File: src/rtl/pipe_trace_buffer.sv
// pipe_trace_buffer
//   Debug trace capture block for the five-stage pipelined CPU. When armed,
//   it records DEPTH consecutive cycles of {PC, IF_Inst, WB_Alu}. Recording
//   starts either on a PC match or at once. The window is then drained as a
//   stream of 32-bit words over a valid/ready handshake.
//
// Ports
//   Clock, Resetn      : system clock (rising edge), async active-low reset
//   Arm                : one-cycle request to open a new capture window
//   TrigEn, TrigPC     : wait for PC==TrigPC (TrigEn=1) or capture at once
//   PC, IF_Inst, WB_Alu: CPU observation bus, sampled every cycle
//   Rd_Data/Valid/Last : readout stream; Rd_Ready is the consumer's accept
//   State              : IDLE=0, ARMED=1, CAPTURE=2, DONE=3
//   Count              : number of records held, 0..DEPTH
module pipe_trace_buffer #(
    parameter int DEPTH = 16,
    parameter int AW    = 4
) (
    input  logic          Clock,
    input  logic          Resetn,
    input  logic          Arm,
    input  logic          TrigEn,
    input  logic [31:0]   TrigPC,
    input  logic [31:0]   PC,
    input  logic [31:0]   IF_Inst,
    input  logic [31:0]   WB_Alu,
    output logic [31:0]   Rd_Data,
    output logic          Rd_Valid,
    input  logic          Rd_Ready,
    output logic          Rd_Last,
    output logic [1:0]    State,
    output logic [AW:0]   Count
);

    typedef enum logic [1:0] {
        IDLE    = 2'd0,
        ARMED   = 2'd1,
        CAPTURE = 2'd2,
        DONE    = 2'd3
    } state_e;

    localparam int            CW       = AW + 1;
    localparam logic [AW:0]   LAST_WR  = CW'(DEPTH - 1);
    localparam logic [AW-1:0] LAST_REC = AW'(DEPTH - 1);

    state_e        state_q, state_d;
    logic [AW:0]   count_q, count_d;
    logic [AW-1:0] rd_rec_q, rd_rec_d;
    logic [1:0]    rd_word_q, rd_word_d;
    logic          wr_en;
    logic          trig_hit;
    logic          xfer;
    logic [95:0]   rd_record;

    logic [95:0]   trace_mem [DEPTH];

    assign trig_hit = !TrigEn || (PC == TrigPC);
    assign xfer     = Rd_Valid && Rd_Ready;
    assign State    = state_q;
    assign Count    = count_q;

    // State register and indices.
    // NOTE: sequential state uses non-blocking (<=) so every flop samples
    // pre-edge values regardless of statement order.
    always_ff @(posedge Clock or negedge Resetn) begin
        if (!Resetn) begin
            state_q   <= IDLE;
            count_q   <= '0;
            rd_rec_q  <= '0;
            rd_word_q <= '0;
        end else begin
            state_q   <= state_d;
            count_q   <= count_d;
            rd_rec_q  <= rd_rec_d;
            rd_word_q <= rd_word_d;
        end
    end

    // Trace storage. Records are written at the current Count, so the write
    // pointer is Count's low bits and cannot wrap inside a window.
    // NOTE: the buffer has no reset; its contents are only read back after a
    // full window has been written, which keeps it a plain RAM.
    always_ff @(posedge Clock) begin
        if (wr_en) begin
            trace_mem[count_q[AW-1:0]] <= {PC, IF_Inst, WB_Alu};
        end
    end

    // Next-state logic.
    // NOTE: every always_comb output gets a default first, so no path can
    // leave a signal unassigned and infer a latch.
    always_comb begin
        state_d   = state_q;
        count_d   = count_q;
        rd_rec_d  = rd_rec_q;
        rd_word_d = rd_word_q;
        wr_en     = 1'b0;
        unique case (state_q)
            IDLE: begin
                // A trigger match in the Arm cycle is deliberately not evaluated.
                if (Arm) begin
                    state_d   = ARMED;
                    count_d   = '0;
                    rd_rec_d  = '0;
                    rd_word_d = '0;
                end
            end
            ARMED: begin
                if (trig_hit) begin
                    wr_en   = 1'b1;
                    count_d = count_q + CW'(1);
                    state_d = CAPTURE;
                end
            end
            CAPTURE: begin
                wr_en   = 1'b1;
                count_d = count_q + CW'(1);
                if (count_q == LAST_WR) begin
                    state_d = DONE;
                end
            end
            DONE: begin
                // Arm takes priority over any transfer, including the last one.
                if (Arm) begin
                    state_d   = ARMED;
                    count_d   = '0;
                    rd_rec_d  = '0;
                    rd_word_d = '0;
                end else if (xfer) begin
                    if (rd_word_q == 2'd2) begin
                        rd_word_d = '0;
                        if (Rd_Last) begin
                            state_d  = IDLE;
                            count_d  = '0;
                            rd_rec_d = '0;
                        end else begin
                            rd_rec_d = rd_rec_q + AW'(1);
                        end
                    end else begin
                        rd_word_d = rd_word_q + 2'd1;
                    end
                end
            end
            default: state_d = IDLE;
        endcase
    end

    // Readout outputs. DONE only ever holds unread words, since the final
    // transfer leaves the state.
    always_comb begin
        rd_record = trace_mem[rd_rec_q];
        Rd_Valid  = (state_q == DONE);
        Rd_Last   = Rd_Valid && (rd_rec_q == LAST_REC) && (rd_word_q == 2'd2);
        Rd_Data   = '0;
        if (Rd_Valid) begin
            unique case (rd_word_q)
                2'd0:    Rd_Data = rd_record[95:64];
                2'd1:    Rd_Data = rd_record[63:32];
                default: Rd_Data = rd_record[31:0];
            endcase
        end
    end

endmodule

File: config.mk
export PLATFORM = sky130hd
export DESIGN_NAME = pipe_trace_buffer
export DESIGN_NICKNAME = d
export VERILOG_FILES = /design/src/rtl/pipe_trace_buffer.sv
export SDC_FILE = /design/constraint.sdc
export NUM_CORES = 1
export LEC_CHECK = 0
export CORE_ASPECT_RATIO = 0.5
export CORE_UTILIZATION = 45
export DETAILED_ROUTE_END_ITERATION = 7
export PLACE_DENSITY = 0.64
export SYNTH_ARGS = -nofsm -noshare
export SYNTH_HDL_FRONTEND = slang
export SYNTH_SLANG_ARGS = --single-unit
File: constraint.sdc
create_clock -name Clock -period 11.9 [get_ports Clock]
set_input_delay 3.57 -clock Clock [delete_from_list [all_inputs] [get_ports Clock]]
set_output_delay 3.57 -clock Clock [all_outputs]
set_load 0.005 [all_outputs]
==> reports/results.ini, run 1 <==
[run_status]
status=finished clean

[grt]
grt_max_degree=136
grt_overflow=0
grt_pass1_vias=29100
grtUsageTotal_pct=21.4
grt_pass1_wl_um=206000
antenna_found_initial=23

[pwr]
switchingPower_mw=3.77
powerDensity_nw_per_um2=204
ir_drop_mv=0.150
p_sw_share_pct=27.2
leakagePower_nw=20.9
p_comb_share_pct=22.4
finalPower_mw=13.9
seqPwrFrac_pct=46.1
intPower_mw=10.1
pwr-share-clk_pct=31.6

[timing]
final-max-slew-violation-count=0
setup-tns-final_ns=0
rsz0062_at_grt=no
skew_ns=0.0270
finalCritPeriodShare_pct=70.4
fin_ws_ns=3.53
worstMarginPinSlew_ns=1.07
finalSetupViolations=0
fmax_ghz=0.119
fin_crit_ns=8.37
timing.slew.headroom_pct=28.5
hold_viol_final=0

[floorplanning]
fp.dieArea_um2=135000
die_w_um=518
start_util_pct=45.4
rows=94
core-area_um2=132000
dieHeight_um=260
ios=174

[cts]
post-cts-setup-buffers=0
numCtsBuffers=138
numClockSinks=1549
clk_pin_slew_ns=0.06
clockBufferDepth=3
root_buffer=clkbuf_16
h-tree-depth=4
postCtsHoldBufs=0
tritoncts=built
clk_latency_ns=0.77
cts_resized=0

[min_path]
hold-path-cell-count=2
holdCritPathClass=flip-flop to flip-flop

[synthesis]
yosys.area_share.simple_pct=2.77
yosys.cell_types.count=44
synth-compound-area-share_pct=1.94
synthAdderAreaFrac_pct=0.209
synthCells=2725
synthXorXnorAreaFrac_pct=0.468
netlist_area_um2=59900
muxShareOfSynthArea_pct=15.5
synth_async_sr_flop_share_pct=0.839
syn_area_per_cell_um2=22.0
ys_seq_area_share_pct=77.6
syn_nets=2868
synth-edff-count=1536
ys_warn_count=0
synth_top_family_by_area=multiplexers
synth-main-ff-cell=edfxtp_1
ys_ff_latch=1549

[setup_path]
startpoint_type=flip-flop
worst-setup-path-type=flip-flop to primary output
end_kind=primary output
worstPathMaxFanout=66
rr_worst_depth=7
cp.required_ns=8.33
arrival_ns=4.80

[detailed_routing]
vias=28600
antenna_left=0
wl_um=144000
dr.first_iter.drc_count=3301
drc=0
via_per_inst=5.93
first_pass_iters=5
wl_per_cell_um=29.8

[placement]
dpl-instance-area_um2=63700
pre_cts_ws_ns=3.14
portBuffers=173
hpwl_um=73500
gp_congestion=0.759
dp_cells=4574

[layout]
area_delta_synth_final_pct=13.7
finish.instance_area_um2=68000
fin_cells=4827
drive_gt1_share_pct=21.5
layout_commonest_cell=edfxtp_1
nets=3081
layout_common_cells=edfxtp_1, mux4_2, nand2_1
fill_cells=10200

[flow_run]
cap_violations=0

[registers in the layout, summed over array words and instances (netlist names)]
register,cells
rd_rec_q,4
State,2
Count,5
trace_mem,1536
rd_word_q,2
[logic make-up after synthesis]
kind of cell | count (synthesis)
buffers and inverters | 160
AND/OR/NAND/NOR | 369
adder cells (fa/ha/maj) | 10
XOR/XNOR | 32
multiplexers | 446
flip-flops | 1549
AO/OA/AOI/OAI | 159
[synth_stat cells, drive strengths merged, types with 2 or more instances]
library cell,instances,area (um2)
buf,98,682
mux2i,61,611
xor2,32,280
a21oi,2,10.0
clkinv,2,7.51
edfxtp,1536,46100
dfrtp,13,325
inv,7,26.3
nor3,6,30.0
nand4,7,43.8
nor2,34,128
o22ai,5,31.3
a221oi,15,131
nor4,9,56.3
and2,31,194
nand3,5,25.0
o21ai,6,30.0
a32o,12,120
mux4,384,8650
nor2b,6,37.5
a211oi,30,225
a31oi,66,413
ha,10,125
and3,38,238
clkbuf,53,203
nand2b,6,37.5
a32oi,17,149
nand2,223,837
[worst max-delay path: stages, from the launching register on]
cell             delay, ns
dfrtp_4               0.63
buf_4                 0.84
buf_4                 0.68
mux4_2                0.34
nand2_1               0.05
a32o_1                0.30
a31oi_1               0.23
and3_1                0.29
clkdlybuf4s50_1       0.58
[cell type report]
class	count	area, um2	area share, %
Antenna cell	9	22.5	0.0331
Clock inverter	72	621	0.912
Clock buffer	172	3740	5.50
Sequential cell	1549	46500	68.3
Multi-Input combinational cell	1016	12600	18.6
Tap cell	1776	2220	3.27
Timing Repair Buffer	224	2300	3.38
Inverter	9	41.3	0.0607
[metal layers]
| layer | track usage [%] | vias up | routed length (um) |
|---|---|---|---|
| li1 | - | 11900 | - |
| met1 | 29.5 | 15400 | 59400 |
| met2 | 34.8 | 1137 | 70600 |
| met3 | 3.77 | 211 | 9950 |
| met4 | 7.50 | 6 | 3860 |
| met5 | 0 | - | 38 |
[metrics by stage]
stage / hold WS (ns) / util, %
after detailed placement: 0.558 / 48.3
after floorplan: 0.527 / -
final: 0.567 / 51.7
after CTS: 0.576 / 51.6
after global placement: 0.544 / 48.3
after global routing: 0.625 / 51.7
[worst paths after layout]
kind	startpoint	endpoint	slack, ns
max	rd_rec_q[1]	Rd_Data[27]	3.53
min	Count[4]	Count[4]	0.57
max reg2reg	State[0]	trace_mem[14][83]	8.37
min reg2reg	Count[4]	Count[4]	0.57
max in group asynchronous	Resetn	rd_rec_q[1]	8.18
min in group asynchronous	Resetn	Count[3]	3.22
[power groups by stage]
stage,Clock (mW),Combinational (mW),Sequential [mW]
2_1_floorplan,0,2.23,6.45
3_3_place_gp,0,3.14,6.50
3_5_place_dp,0,3.15,6.51
4_1_cts,4.45,3.17,6.39
5_1_grt,4.65,3.32,6.41
6_report,4.38,3.10,6.39
(Power assumes the default switching activity.)
==> inputs of run 2 (changes only) <==
==> constraint.sdc (replaced) <==
create_clock -name Clock -period 8.74 [get_ports Clock]
set_input_delay 2.622 -clock Clock [delete_from_list [all_inputs] [get_ports Clock]]
set_output_delay 2.622 -clock Clock [all_outputs]
set_load 0.005 [all_outputs]
==> run 2 against run 1 <==
Highest routed layer unchanged. Clock skew shrank 0.0091 ns. Via count grew 0.42%. Sequential cell count is the same. Wire length shrank 0.38%. Design area grew 0.68%.
==> reports/results.ini, run 2 (synthesis results as in run 1) <==
[setup_path]
startpoint_type=flip-flop
path_delay_family=buffers and inverters
worstPathMaxFanout=76
r2r-end=trace_mem[0][84]
worstPathCellList=inv_8, buf_4, nand2_1, a31oi_1, and3_1, clkdlybuf4s50_1
cp.required_ns=6.12
endpoint=Rd_Data[3]
crit_slowest_cell=dfrtp_4
worst-setup-path-type=flip-flop to primary output
r2r_slack_ns=5.78
worst-path-stages=6
max_stage_delay_ns=0.74
rr_startpoint=State[0]
crit_path_start=rd_rec_q[2]
arrival_ns=4.37
end_kind=primary output
rr_worst_depth=7
path_buf_inv=3

[min_path]
hp-start=Count[4]
holdCritPathClass=flip-flop to flip-flop

[timing]
final-max-slew-violation-count=0
fmax_ghz=0.143
worstMarginPinSlew_ns=1.02
hold_viol_final=0
fin_crit_ns=6.99
setup-tns-final_ns=0
finalCritPeriodShare_pct=80.0
skew_ns=0.0180
rsz0062_at_grt=no
timing.slew.headroom_pct=31.9
finalSetupViolations=0
holdWs_ns=0.594

[floorplanning]
die_w_um=518
start_util_pct=45.4
ios=174
rows=94
dieHeight_um=260
core-area_um2=132000
fp.dieArea_um2=135000

[placement]
portBuffers=173
gp_congestion=0.774
dp_cells=4595
hpwl_um=77700

[run_status]
status=finished clean

[detailed_routing]
drc=0
via_per_inst=5.91
wl_met1_um=58600
dr_wl_met3_um=10800
wl_um=143000
dr.first_iter.drc_count=2912
vias=28700
wl_per_cell_um=29.5
antenna_left=0
route.met2.wl_um=71100
dr.max_layer_used=met5
first_pass_iters=6

[layout]
layout_common_cells=edfxtp_1, mux4_2, nand2_1
drive_gt1_share_pct=22.1
multi_input_area_um2=12600
nets=3106
area_delta_synth_final_pct=14.5
layout_commonest_cell=edfxtp_1
fill_cells=10200
regArea_um2=46500
fin_cells=4857
utilization_pct=52.0
largest_register_ffs=1536

[cts]
numClockSinks=1549
postCtsHoldBufs=0
cts_resized=0
tritoncts=built
numCtsBuffers=142
clk_latency_ns=0.76
clockBufferDepth=3
post-cts-setup-buffers=0
root_buffer=clkbuf_16
h-tree-depth=4
clk_pin_slew_ns=0.06

[grt]
grt_pass1_vias=29200
antenna_found_initial=20
grt_overflow=0
grt_pass1_wl_um=207000
grt_max_degree=84
grtUsageTotal_pct=21.4

[flow_run]
cap_violations=0

[pwr]
leakagePower_nw=21.1
ir_drop_mv=0.223
powerDensity_nw_per_um2=278

run 2: tightest hold or removal path, stage by stage, from the launching register on:
cell and delay, ns:
dfrtp_1 0.40, inv_1 0.09, mux2i_1 0.07
run 2: power breakdown:
group / internal [mW] / leakage (nW) / switching (mW)
clock: 3.35 / 2.17 / 2.65
sequential: 8.51 / 14.0 / 0.196
combinational: 1.95 / 4.94 / 2.36
run 2: final cells by class:
class / count / area share (%)
diodes: 5 / 0.0183
clock buffers: 177 / 5.60
clock inverters: 80 / 0.867
inverters: 9 / 0.0603
multi-input cells: 1016 / 18.5
flip-flops and latches: 1549 / 67.8
well taps: 1776 / 3.24
repair buffers: 245 / 3.94
run 2: stage by stage:
step	setup WS [ns]	instance area, um2	power [mW]
after CTS	1.80	68500	19.2
after global placement	1.66	64100	13.2
after floorplan	0.383	59900	11.8
final	1.75	68500	19.0
after global routing	1.70	68500	19.7
after detailed placement	1.67	64100	13.3
run 2: how the worst min path moves through the flow:
| stage | end | slack [ns] | depth (start not counted) |
|---|---|---|---|
| 4_1_cts | Count[4] | 0.60 | 2 |
| 5_1_grt | Count[4] | 0.64 | 2 |
| 6_report | Count[4] | 0.59 | 2 |
| 2_1_floorplan | rd_word_q[0] | 0.53 | 2 |
| 3_3_place_gp | Count[4] | 0.59 | 2 |
| 3_5_place_dp | Count[4] | 0.59 | 2 |
run 2: layer usage:
metal | up-vias | track usage [%]
met4 | 2 | 5.80
met2 | 1190 | 35.3
met3 | 186 | 3.92
met5 | - | 0
li1 | 11900 | -
met1 | 15400 | 29.6
